--- src/rtl/wb_cmd_master_pkg.sv ---
// Shared types and constants for the single-outstanding Wishbone command master.
package wb_cmd_master_pkg;
  localparam int WB_DW = 32;
  localparam int WB_AW = 32;
  localparam int WB_SW = 4;

  localparam logic [WB_DW-1:0] WB_ERR_DAT = 32'h0;

  typedef enum logic [1:0] {
    IDLE = 2'd0,
    BUS  = 2'd1,
    RESP = 2'd2
  } state_t;
endpackage

--- src/rtl/wb_cmd_master_wdog.sv ---
// Bus-cycle watchdog: counts BUS cycles from a start pulse and flags the cycle
// in which the count reaches TIMEOUT-1.
module wb_cmd_master_wdog #(
  parameter int TIMEOUT = 1024
) (
  input  logic clk,
  input  logic reset,
  input  logic i_start,
  input  logic i_run,
  output logic o_abort
);
  localparam logic [15:0] LP_LAST = 16'(TIMEOUT - 1);

  logic [15:0] r_cnt;

  always_ff @(posedge clk) begin
    if (reset)                            r_cnt <= '0;
    else if (i_start)                     r_cnt <= '0;
    else if (i_run && (r_cnt != LP_LAST)) r_cnt <= r_cnt + 16'd1;
  end

  assign o_abort = i_run && (r_cnt == LP_LAST);
endmodule

--- src/rtl/wb_cmd_master.sv ---
// Wishbone classic initiator: one command in flight, valid/ready in and out.
// Optional bus watchdog enabled by defining WB_CMD_MASTER_TIMEOUT_EN.
module wb_cmd_master
  import wb_cmd_master_pkg::*;
#(
  parameter int TIMEOUT = 1024
) (
  input  logic             clk,
  input  logic             reset,
  input  logic             i_cmd_valid,
  output logic             o_cmd_ready,
  input  logic             i_cmd_we,
  input  logic [WB_AW-1:0] i_cmd_adr,
  input  logic [WB_SW-1:0] i_cmd_sel,
  input  logic [WB_DW-1:0] i_cmd_dat,
  output logic             o_rsp_valid,
  input  logic             i_rsp_ready,
  output logic [WB_DW-1:0] o_rsp_dat,
  output logic             o_rsp_err,
  output logic             o_wb_cyc,
  output logic             o_wb_stb,
  output logic             o_wb_we,
  output logic [WB_AW-1:0] o_wb_adr,
  output logic [WB_SW-1:0] o_wb_sel,
  output logic [WB_DW-1:0] o_wb_dat,
  input  logic [WB_DW-1:0] i_wb_dat,
  input  logic             i_wb_ack,
  input  logic             i_wb_err
);
  state_t r_state, w_next;

  logic             r_cyc, r_stb, r_we;
  logic [WB_AW-1:0] r_adr;
  logic [WB_SW-1:0] r_sel;
  logic [WB_DW-1:0] r_wdat;
  logic             r_rsp_valid, r_rsp_err;
  logic [WB_DW-1:0] r_rsp_dat;

  logic w_accept, w_term, w_abort;

  assign w_accept = (r_state == IDLE) && i_cmd_valid;
  assign w_term   = (r_state == BUS) && (i_wb_ack || i_wb_err || w_abort);

`ifdef WB_CMD_MASTER_TIMEOUT_EN
  wb_cmd_master_wdog #(.TIMEOUT(TIMEOUT)) u_wdog (
    .clk     (clk),
    .reset   (reset),
    .i_start (w_accept),
    .i_run   (r_state == BUS),
    .o_abort (w_abort)
  );
`else
  // No watchdog: TIMEOUT is never 0 in its legal range, so this is constant low.
  assign w_abort = (TIMEOUT == 0);
`endif

  always_ff @(posedge clk) begin
    if (reset) r_state <= IDLE;
    else       r_state <= w_next;
  end

  always_comb begin
    w_next = r_state;
    case (r_state)
      IDLE:    if (i_cmd_valid) w_next = BUS;
      BUS:     if (w_term)      w_next = RESP;
      RESP:    if (i_rsp_ready) w_next = IDLE;
      default: w_next = IDLE;
    endcase
  end

  always_ff @(posedge clk) begin
    if (reset) begin
      r_cyc       <= 1'b0;
      r_stb       <= 1'b0;
      r_we        <= 1'b0;
      r_adr       <= '0;
      r_sel       <= '0;
      r_wdat      <= '0;
      r_rsp_valid <= 1'b0;
      r_rsp_err   <= 1'b0;
      r_rsp_dat   <= '0;
    end else begin
      if (w_accept) begin
        r_we   <= i_cmd_we;
        r_adr  <= i_cmd_adr;
        r_sel  <= i_cmd_sel;
        r_wdat <= i_cmd_dat;
        r_cyc  <= 1'b1;
        r_stb  <= 1'b1;
      end
      if (w_term) begin
        r_cyc       <= 1'b0;
        r_stb       <= 1'b0;
        r_rsp_valid <= 1'b1;
        // err beats ack; a watchdog abort (no ack, no err) reports as an error
        if (i_wb_err || !i_wb_ack) begin
          r_rsp_err <= 1'b1;
          r_rsp_dat <= WB_ERR_DAT;
        end else begin
          r_rsp_err <= 1'b0;
          r_rsp_dat <= r_we ? WB_ERR_DAT : i_wb_dat;
        end
      end
      if ((r_state == RESP) && i_rsp_ready) r_rsp_valid <= 1'b0;
    end
  end

  assign o_cmd_ready = (r_state == IDLE) && !reset;
  assign o_rsp_valid = r_rsp_valid;
  assign o_rsp_dat   = r_rsp_dat;
  assign o_rsp_err   = r_rsp_err;
  assign o_wb_cyc    = r_cyc;
  assign o_wb_stb    = r_stb;
  assign o_wb_we     = r_we;
  assign o_wb_adr    = r_adr;
  assign o_wb_sel    = r_sel;
  assign o_wb_dat    = r_wdat;
endmodule

--- config.mk ---
export PLATFORM = sky130hd
export DESIGN_NAME = wb_cmd_master
export DESIGN_NICKNAME = d
export VERILOG_FILES = /design/src/rtl/wb_cmd_master_pkg.sv /design/src/rtl/wb_cmd_master_wdog.sv /design/src/rtl/wb_cmd_master.sv
export SDC_FILE = /design/constraint.sdc
export NUM_CORES = 1
export LEC_CHECK = 0
export CORE_MARGIN = 2
export CORE_UTILIZATION = 25
export DETAILED_ROUTE_END_ITERATION = 16
export HOLD_SLACK_MARGIN = 0.15
export PLACE_DENSITY_LB_ADDON = 0.08
export SYNTH_ARGS = -nofsm -noshare
export SYNTH_HDL_FRONTEND = slang
export SYNTH_SLANG_ARGS = --single-unit
--- constraint.sdc ---
create_clock -name clk -period 3.35 [get_ports clk]
set_input_delay 0.5025 -clock clk [delete_from_list [all_inputs] [get_ports clk]]
set_output_delay 0.5025 -clock clk [all_outputs]
set_load 0.1 [all_outputs]
==> flow_results.xml <==
<?xml version="1.0" encoding="UTF-8"?>
<metrics>
  <group name="synth">
    <metric name="seq_area_frac_synth" unit="%">54.8</metric>
    <metric name="synthesis.yosys.warnings" unit="">0</metric>
    <metric name="synthesized_instance_count" unit="">478</metric>
    <metric name="synth_area_per_inst" unit="µm²">8.10</metric>
    <metric name="mappedNetlistArea" unit="mm²">0.00387</metric>
    <metric name="synth_largest_area_cell" unit="">sky130_fd_sc_hd__dfxtp_1</metric>
    <metric name="synthTopCellsByArea" unit="">sky130_fd_sc_hd__dfxtp_1 55%, sky130_fd_sc_hd__nand2_1 13%, sky130_fd_sc_hd__a21oi_1 13%</metric>
    <metric name="ys_seq_elements" unit="">106</metric>
    <metric name="syn_nets" unit="">585</metric>
    <metric name="synth_top_area_share" unit="%">54.8</metric>
    <metric name="ys_types" unit="">23</metric>
  </group>
  <group name="worst_setup_path">
    <metric name="worst_path_largest_cell_delay" unit="ns">1.17</metric>
    <metric name="crit_path_cell_trace" unit="">clkdlybuf4s50_1</metric>
    <metric name="critPathTopFamily" unit="">buffers and inverters</metric>
    <metric name="cpMaxStageDelayCell" unit="">sky130_fd_sc_hd__clkdlybuf4s50_1</metric>
    <metric name="worst-endpoint-required" unit="ns">2.85</metric>
    <metric name="sum_of_buffers_and_inverters_on_the_critical_path" unit="">1</metric>
    <metric name="cp-end-kind" unit="">primary output</metric>
    <metric name="launching_element_type_of_the_critical_path" unit="">register</metric>
    <metric name="critical_path_arrival" unit="ns">1.86</metric>
    <metric name="critical_path_peak_fanout" unit="">2</metric>
    <metric name="criticalPathCategory" unit="">register to primary output</metric>
  </group>
  <group name="power">
    <metric name="p_leak" unit="µW">0.00221</metric>
    <metric name="max_vdd_drop" unit="µV">228</metric>
    <metric name="power_per_cell_area" unit="mW/mm²">520</metric>
  </group>
  <group name="placement">
    <metric name="final_gp_congestion" unit="">0.722</metric>
    <metric name="io_buffer_count" unit="">212</metric>
    <metric name="dp_hpwl" unit="µm">8860</metric>
  </group>
  <group name="cts">
    <metric name="clock_tree_from_tritoncts" unit="">built</metric>
    <metric name="cts-buffers-inserted" unit="">9</metric>
    <metric name="clock_tree.buffer_depth" unit="">2</metric>
    <metric name="cts.hold.buffers_added" unit="">0</metric>
    <metric name="clock_sink_count" unit="">106</metric>
    <metric name="worst_path_clk_slew" unit="ns">0.07</metric>
    <metric name="post_cts_resized" unit="">0</metric>
    <metric name="clock_latency" unit="ns">0.35</metric>
    <metric name="htree_num_levels" unit="">3</metric>
    <metric name="cts-root-buf" unit="">sky130_fd_sc_hd__clkbuf_16</metric>
    <metric name="post-cts-setup-buffer-count" unit="">0</metric>
  </group>
  <group name="final_layout">
    <metric name="diodes" unit="">0</metric>
    <metric name="area.sequential" unit="mm²">0.00212</metric>
    <metric name="filler_cells_inserted" unit="">1534</metric>
    <metric name="layout.core_utilization" unit="%">41.9</metric>
    <metric name="finalNetCount" unit="">768</metric>
    <metric name="multi_input_area" unit="mm²">0.00154</metric>
    <metric name="synthesis_to_finish_area_growth" unit="%">63.8</metric>
    <metric name="layout-drive-gt1-share" unit="%">4.80</metric>
  </group>
  <group name="timing">
    <metric name="actual_transition_at_the_worst_max_transition_pin" unit="ns">1.17</metric>
    <metric name="final-max-slew-violation-count" unit="">0</metric>
    <metric name="timing.max_slew.rel_slack" unit="%">21.9</metric>
    <metric name="layout_min_cycle_time" unit="ns">2.37</metric>
    <metric name="final.setup.tns" unit="ns">0</metric>
    <metric name="grt_setup_unrepaired" unit="">false</metric>
    <metric name="hold_violations" unit="">0</metric>
    <metric name="finalClockSkew" unit="ns">0.00518</metric>
    <metric name="achievable-frequency" unit="MHz">423</metric>
    <metric name="final-setup-viol-count" unit="">0</metric>
    <metric name="timing.final.crit_share" unit="%">70.6</metric>
  </group>
  <group name="floorplanning">
    <metric name="initial_cell_density_of_the_core" unit="%">25.6</metric>
    <metric name="dieHeight" unit="µm">128</metric>
    <metric name="die_w" unit="µm">128</metric>
    <metric name="design.portCount" unit="">213</metric>
    <metric name="fp.dieArea" unit="mm²">0.0165</metric>
    <metric name="core.rowCount" unit="">45</metric>
    <metric name="core_region_area" unit="mm²">0.0151</metric>
  </group>
  <group name="global_route">
    <metric name="antenna_found_initial" unit="">0</metric>
    <metric name="grt_pass1_vias" unit="">3919</metric>
    <metric name="grt_util_all_layers" unit="%">15.5</metric>
    <metric name="grt_max_degree" unit="">58</metric>
    <metric name="globalRouteOverflowTotal" unit="">0</metric>
    <metric name="grt_pass1_wl" unit="µm">20100</metric>
  </group>
  <group name="routing">
    <metric name="drt_first_iter_violations" unit="">185</metric>
    <metric name="average_wire_per_standard_cell" unit="µm">15.4</metric>
    <metric name="postRouteWirelength" unit="µm">13100</metric>
    <metric name="detail_route.first_pass.iterations" unit="">4</metric>
    <metric name="drc" unit="">0</metric>
    <metric name="detail-route-antenna-nets" unit="">0</metric>
    <metric name="via_per_inst" unit="">4.66</metric>
    <metric name="num_vias" unit="">3977</metric>
  </group>
  <group name="run_status">
    <metric name="outcome" unit="">finished clean</metric>
  </group>
  <group name="flow_run">
    <metric name="max_cap_violation_count" unit="">0</metric>
  </group>
  <group name="worst_hold_path">
    <metric name="worst_hold_path_type" unit="">register to register</metric>
  </group>
</metrics>
[per-stage QoR]
step	std cells	worst slack, ns	power, µW	hold WS [ns]	cell area (µm²)
2_1_floorplan	478	0.813	2030	0.511	3880
3_3_place_gp	838	0.820	2330	0.441	6070
3_5_place_dp	838	0.815	2330	0.446	6070
4_1_cts	854	0.960	3340	0.456	6340
5_1_grt	854	0.932	3440	0.473	6340
6_report	854	0.984	3300	0.453	6340
[cell type report]
cell class,instances,share of cell area (%)
Timing Repair Buffer,219,34.2
Sequential cell,106,33.5
Multi-Input combinational cell,323,24.2
Clock buffer,11,3.83
Tap cell,188,3.71
Clock inverter,5,0.473
Inverter,2,0.118
[registers in the layout, indices dropped and copies added (netlist names)]
signal and count:
o_rsp_dat 32, o_rsp_err 1, o_rsp_valid 1, o_wb_adr 32
o_wb_dat 32, o_wb_sel 4, o_wb_stb 1, o_wb_we 1
r_state 2
[worst paths after layout]
check                               endpoint  slack, ns  cells after the start          from
worst min-delay path            o_wb_dat[27]       0.45                      2  o_wb_dat[27]
worst min register to register  o_wb_dat[27]       0.45                      2  o_wb_dat[27]
worst max register to register  o_wb_dat[15]       1.36                      4    r_state[0]
worst max-delay path             o_rsp_valid       0.98                      1   o_rsp_valid
[Yosys cell counts]
cell type	number
sky130_fd_sc_hd__nor2_1	3
sky130_fd_sc_hd__nor3b_1	1
sky130_fd_sc_hd__a311oi_1	1
sky130_fd_sc_hd__dfxtp_1	106
sky130_fd_sc_hd__mux2i_1	1
sky130_fd_sc_hd__buf_4	1
sky130_fd_sc_hd__buf_2	19
sky130_fd_sc_hd__buf_1	2
sky130_fd_sc_hd__nand2_1	139
sky130_fd_sc_hd__o21ai_0	27
sky130_fd_sc_hd__nand2b_1	1
sky130_fd_sc_hd__or2_2	1
sky130_fd_sc_hd__nor3b_2	2
sky130_fd_sc_hd__clkbuf_1	22
sky130_fd_sc_hd__or3b_1	1
sky130_fd_sc_hd__a211oi_1	1
sky130_fd_sc_hd__a21oi_1	104
sky130_fd_sc_hd__nand4_1	32
sky130_fd_sc_hd__buf_6	3
sky130_fd_sc_hd__o21ai_1	6
sky130_fd_sc_hd__nor3_1	2
sky130_fd_sc_hd__nor2b_1	1
sky130_fd_sc_hd__inv_1	2
[cell usage in the layout (no fill, tap or decap), types with 2 or more instances in the layout]
cell / instances
sky130_fd_sc_hd__clkdlybuf4s50_1: 209
sky130_fd_sc_hd__nand2_1: 139
sky130_fd_sc_hd__dfxtp_1: 106
sky130_fd_sc_hd__a21oi_1: 104
sky130_fd_sc_hd__nand4_1: 32
sky130_fd_sc_hd__o21ai_0: 27
sky130_fd_sc_hd__buf_4: 10
sky130_fd_sc_hd__clkbuf_16: 9
sky130_fd_sc_hd__o21ai_1: 6
sky130_fd_sc_hd__clkinv_2: 3
sky130_fd_sc_hd__nor3b_4: 2
sky130_fd_sc_hd__nor2_1: 2
sky130_fd_sc_hd__inv_1: 2
sky130_fd_sc_hd__clkinvlp_4: 2
[metal layers]
layer	part of all wire (%)	track usage (%)	wire length (µm)
met1	43	17.9	5650
met3	8.4	5.32	1100
met4	1.2	6.33	162
met5	0	0	0
met2	47	26.3	6200
[kinds of logic after synthesis]
| family | share of synthesized area [%] |
|---|---|
| DFF | 54.8 |
| AOI/OAI and AO/OA | 18.1 |
| buffers and inverters | 6.04 |
| and+or+nand+nor | 20.8 |
| muxes | 0.259 |
[power breakdown]
part	switching [µW]	internal (µW)
logic	670	265
clock network	479	522
registers	37.0	1320
No activity file was read; power rests on OpenSTA's default activity.
==> variant: new RTL, config.mk and constraints unchanged <==
The option `WB_CMD_MASTER_TIMEOUT_EN` is turned on by a define.
--- a/src/rtl/wb_cmd_master.sv
+++ b/src/rtl/wb_cmd_master.sv
@@ -2,2 +2,4 @@
 // Optional bus watchdog enabled by defining WB_CMD_MASTER_TIMEOUT_EN.
+`define WB_CMD_MASTER_TIMEOUT_EN
+
 module wb_cmd_master
Check against the original RTL: no difference found for any inputs over 10 cycles, from zero or initial values and one cycle with reset high; that may be too few to reach the edited logic, so the function may still have changed.
==> variant against the original RTL <==
Design area grew 20%; count of clock-buffer cells in the layout grew 8; die area grew 21%; power increased by 30%; area after synthesis is 22% higher; sequential cell count up 16; sequential power up 14%; non-clock buffer count is 1 higher; routed wire length is 12% higher; via count up 13%; critical path depth is the same; setup slack worse by 0.094 ns; clock skew is 0.0028 ns higher; largest cell class is now registers.
==> variant: results (changes against the original RTL) <==
[synth]
seq_area_frac_synth_pct = 51.7  ; was 54.8%
synth_mux_area_share_pct = 6.78  ; was 0.259%
synthTopCellsByArea = dfxtp_1 (52%), nand2_1 (14%), a21oi_1 (9.0%)  ; was dfxtp_1 (55%), nand2_1 (13%), a21oi_1 (13%)
syn-num-nets = 668  ; was 585
async_flop_share_pct = 0  ; unchanged
synthDistinctLibCells = 38  ; was 23
synth-xor-area-share_pct = 0.185  ; was 0%
synthAdderAreaFrac_pct = 0.265  ; was 0%
yosys_warnings = 0  ; unchanged
synth_compound_area_share_pct = 12.1  ; was 18.1%
synth_common_cells = nand2_1 (176), dfxtp_1 (122), a21oi_1 (85)  ; was nand2_1 (139), dfxtp_1 (106), a21oi_1 (104)

[cts]
h-tree-depth = 4  ; was 3
cts_max_path_buffers = 2  ; unchanged
cts-buffers-inserted = 17  ; was 9
post-cts-setup-buffers = 0  ; unchanged
clk_latency_ns = 0.42  ; was 0.35 ns
postCtsResizedCells = 0  ; unchanged
path_clk_slew_ns = 0.06
root_buffer = clkbuf_16  ; unchanged

[worst_setup_path]
cp_slowest_cell = clkdlybuf4s50_1  ; unchanged
path_delay_family = buffers and inverters  ; unchanged
crit_fanout = 3  ; was 2
max_stage_delay_ns = 1.16
worst_ep_arrival_time_ns = 1.96  ; was 1.86 ns

[power_and_ir_drop]
leakage_nw = 2.85  ; was 2.21 nW
intPower_mw = 2.86  ; was 2.11 mW
ir_drop_mv = 0.344  ; was 0.228 mV

[run_status]
outcome = complete, no violations  ; unchanged

[worst_hold_path]
holdCritPathClass = reg -> reg  ; unchanged

[global_route]
grt_pass1_wl_mm = 22.8  ; was 20.1 mm
grt_max_degree = 73  ; was 58
track_usage_pct = 14.7  ; was 15.5%
grt_pass1_vias = 4418  ; was 3919
grt_antenna_before_repair = 0  ; unchanged

[cells_and_area]
drive_gt1_share_pct = 7.24  ; was 4.80%
nets = 868  ; was 768
antennaDiodeCount = 0  ; unchanged

[timing]
slew_violations = 0  ; unchanged
clock_skew_ns = 0.00800  ; was 0.00518 ns
slew-limit-headroom_pct = 31.3  ; was 21.9%

[drt]
viasPerCell = 4.45  ; was 4.66
drt_first_pass_iters = 4  ; unchanged
first_iter_violations = 142  ; was 185
avgRoutedWirePerCell_um = 14.6  ; was 15.4 um

[placement]
portBuffers = 212  ; unchanged
preCtsSetupSlack_ns = 1.03  ; was 0.815 ns
dpl.hpwl_mm = 9.90  ; was 8.86 mm
place_congestion = 0.742  ; was 0.722

-- variant: power by group through the flow --
stage                     combinational (mW)  sequential (mW)  clock [mW]
after floorplan                        0.198             2.04           0
after global placement                 0.957             1.58           0
after detailed placement               0.961             1.59           0
after CTS                              0.964             1.56        1.82
after global routing                   0.999             1.56        1.89
final                                  0.954             1.55        1.76
-- variant: path summary, 6_finish.rpt --
| check | from | slack, ns | cells past startpoint | to |
|---|---|---|---|---|
| hold reg to reg | o_wb_dat[24] | 0.45 | 2 | o_wb_dat[24] |
| hold / removal | o_wb_dat[24] | 0.45 | 2 | o_wb_dat[24] |
| setup reg to reg | u_wdog.r_cnt[0] | 1.04 | 7 | o_rsp_dat[19] |
| setup / recovery | o_wb_we | 0.89 | 1 | o_wb_we |
-- variant: cell families (layout without fill, tap and decap cells) --
logic type | Yosys count | in the layout
compound gates | 106 | 106
xor+xnor | 1 | 1
fa+ha+maj | 1 | 1
buf+inv | 44 | 257
flops | 122 | 122
mux | 32 | 32
simple gates | 254 | 254
-- variant: final cells by class --
type	instances	area [um^2]
clock buffers	19	453
clock inverters	13	120
fillers	1849	11000
inverters	5	18.8
multi-input cells	394	2110
flip-flops and latches	122	2440
well taps	234	293
repair buffers	220	2180
-- variant: metrics by stage --
stage               total power, mW  cell area [um^2]  instances
finish                         4.27              7620       1007
global route                   4.45              7620       1007
CTS                            4.34              7620       1007
detailed placement             2.55              7040        975
global placement               2.54              7040        975
floorplan                      2.24              4730        560
-- variant: metal layers --
metal	routed length, um	up-vias	track usage (%)
met5	0	-	0
met4	232	0	5.53
met3	1300	22	6.92
met2	7080	120	23.7
met1	6070	2062	16.9
li1	-	2277	-
-- variant: worst register-to-register path, cell delays in order, from the launching register on --
cell	delay (ns)
dfxtp_1	0.34
ha_1	0.26
and3_1	0.22
and4bb_4	0.27
o31ai_4	0.18
buf_4	0.36
buf_4	0.38
mux2i_1	0.22
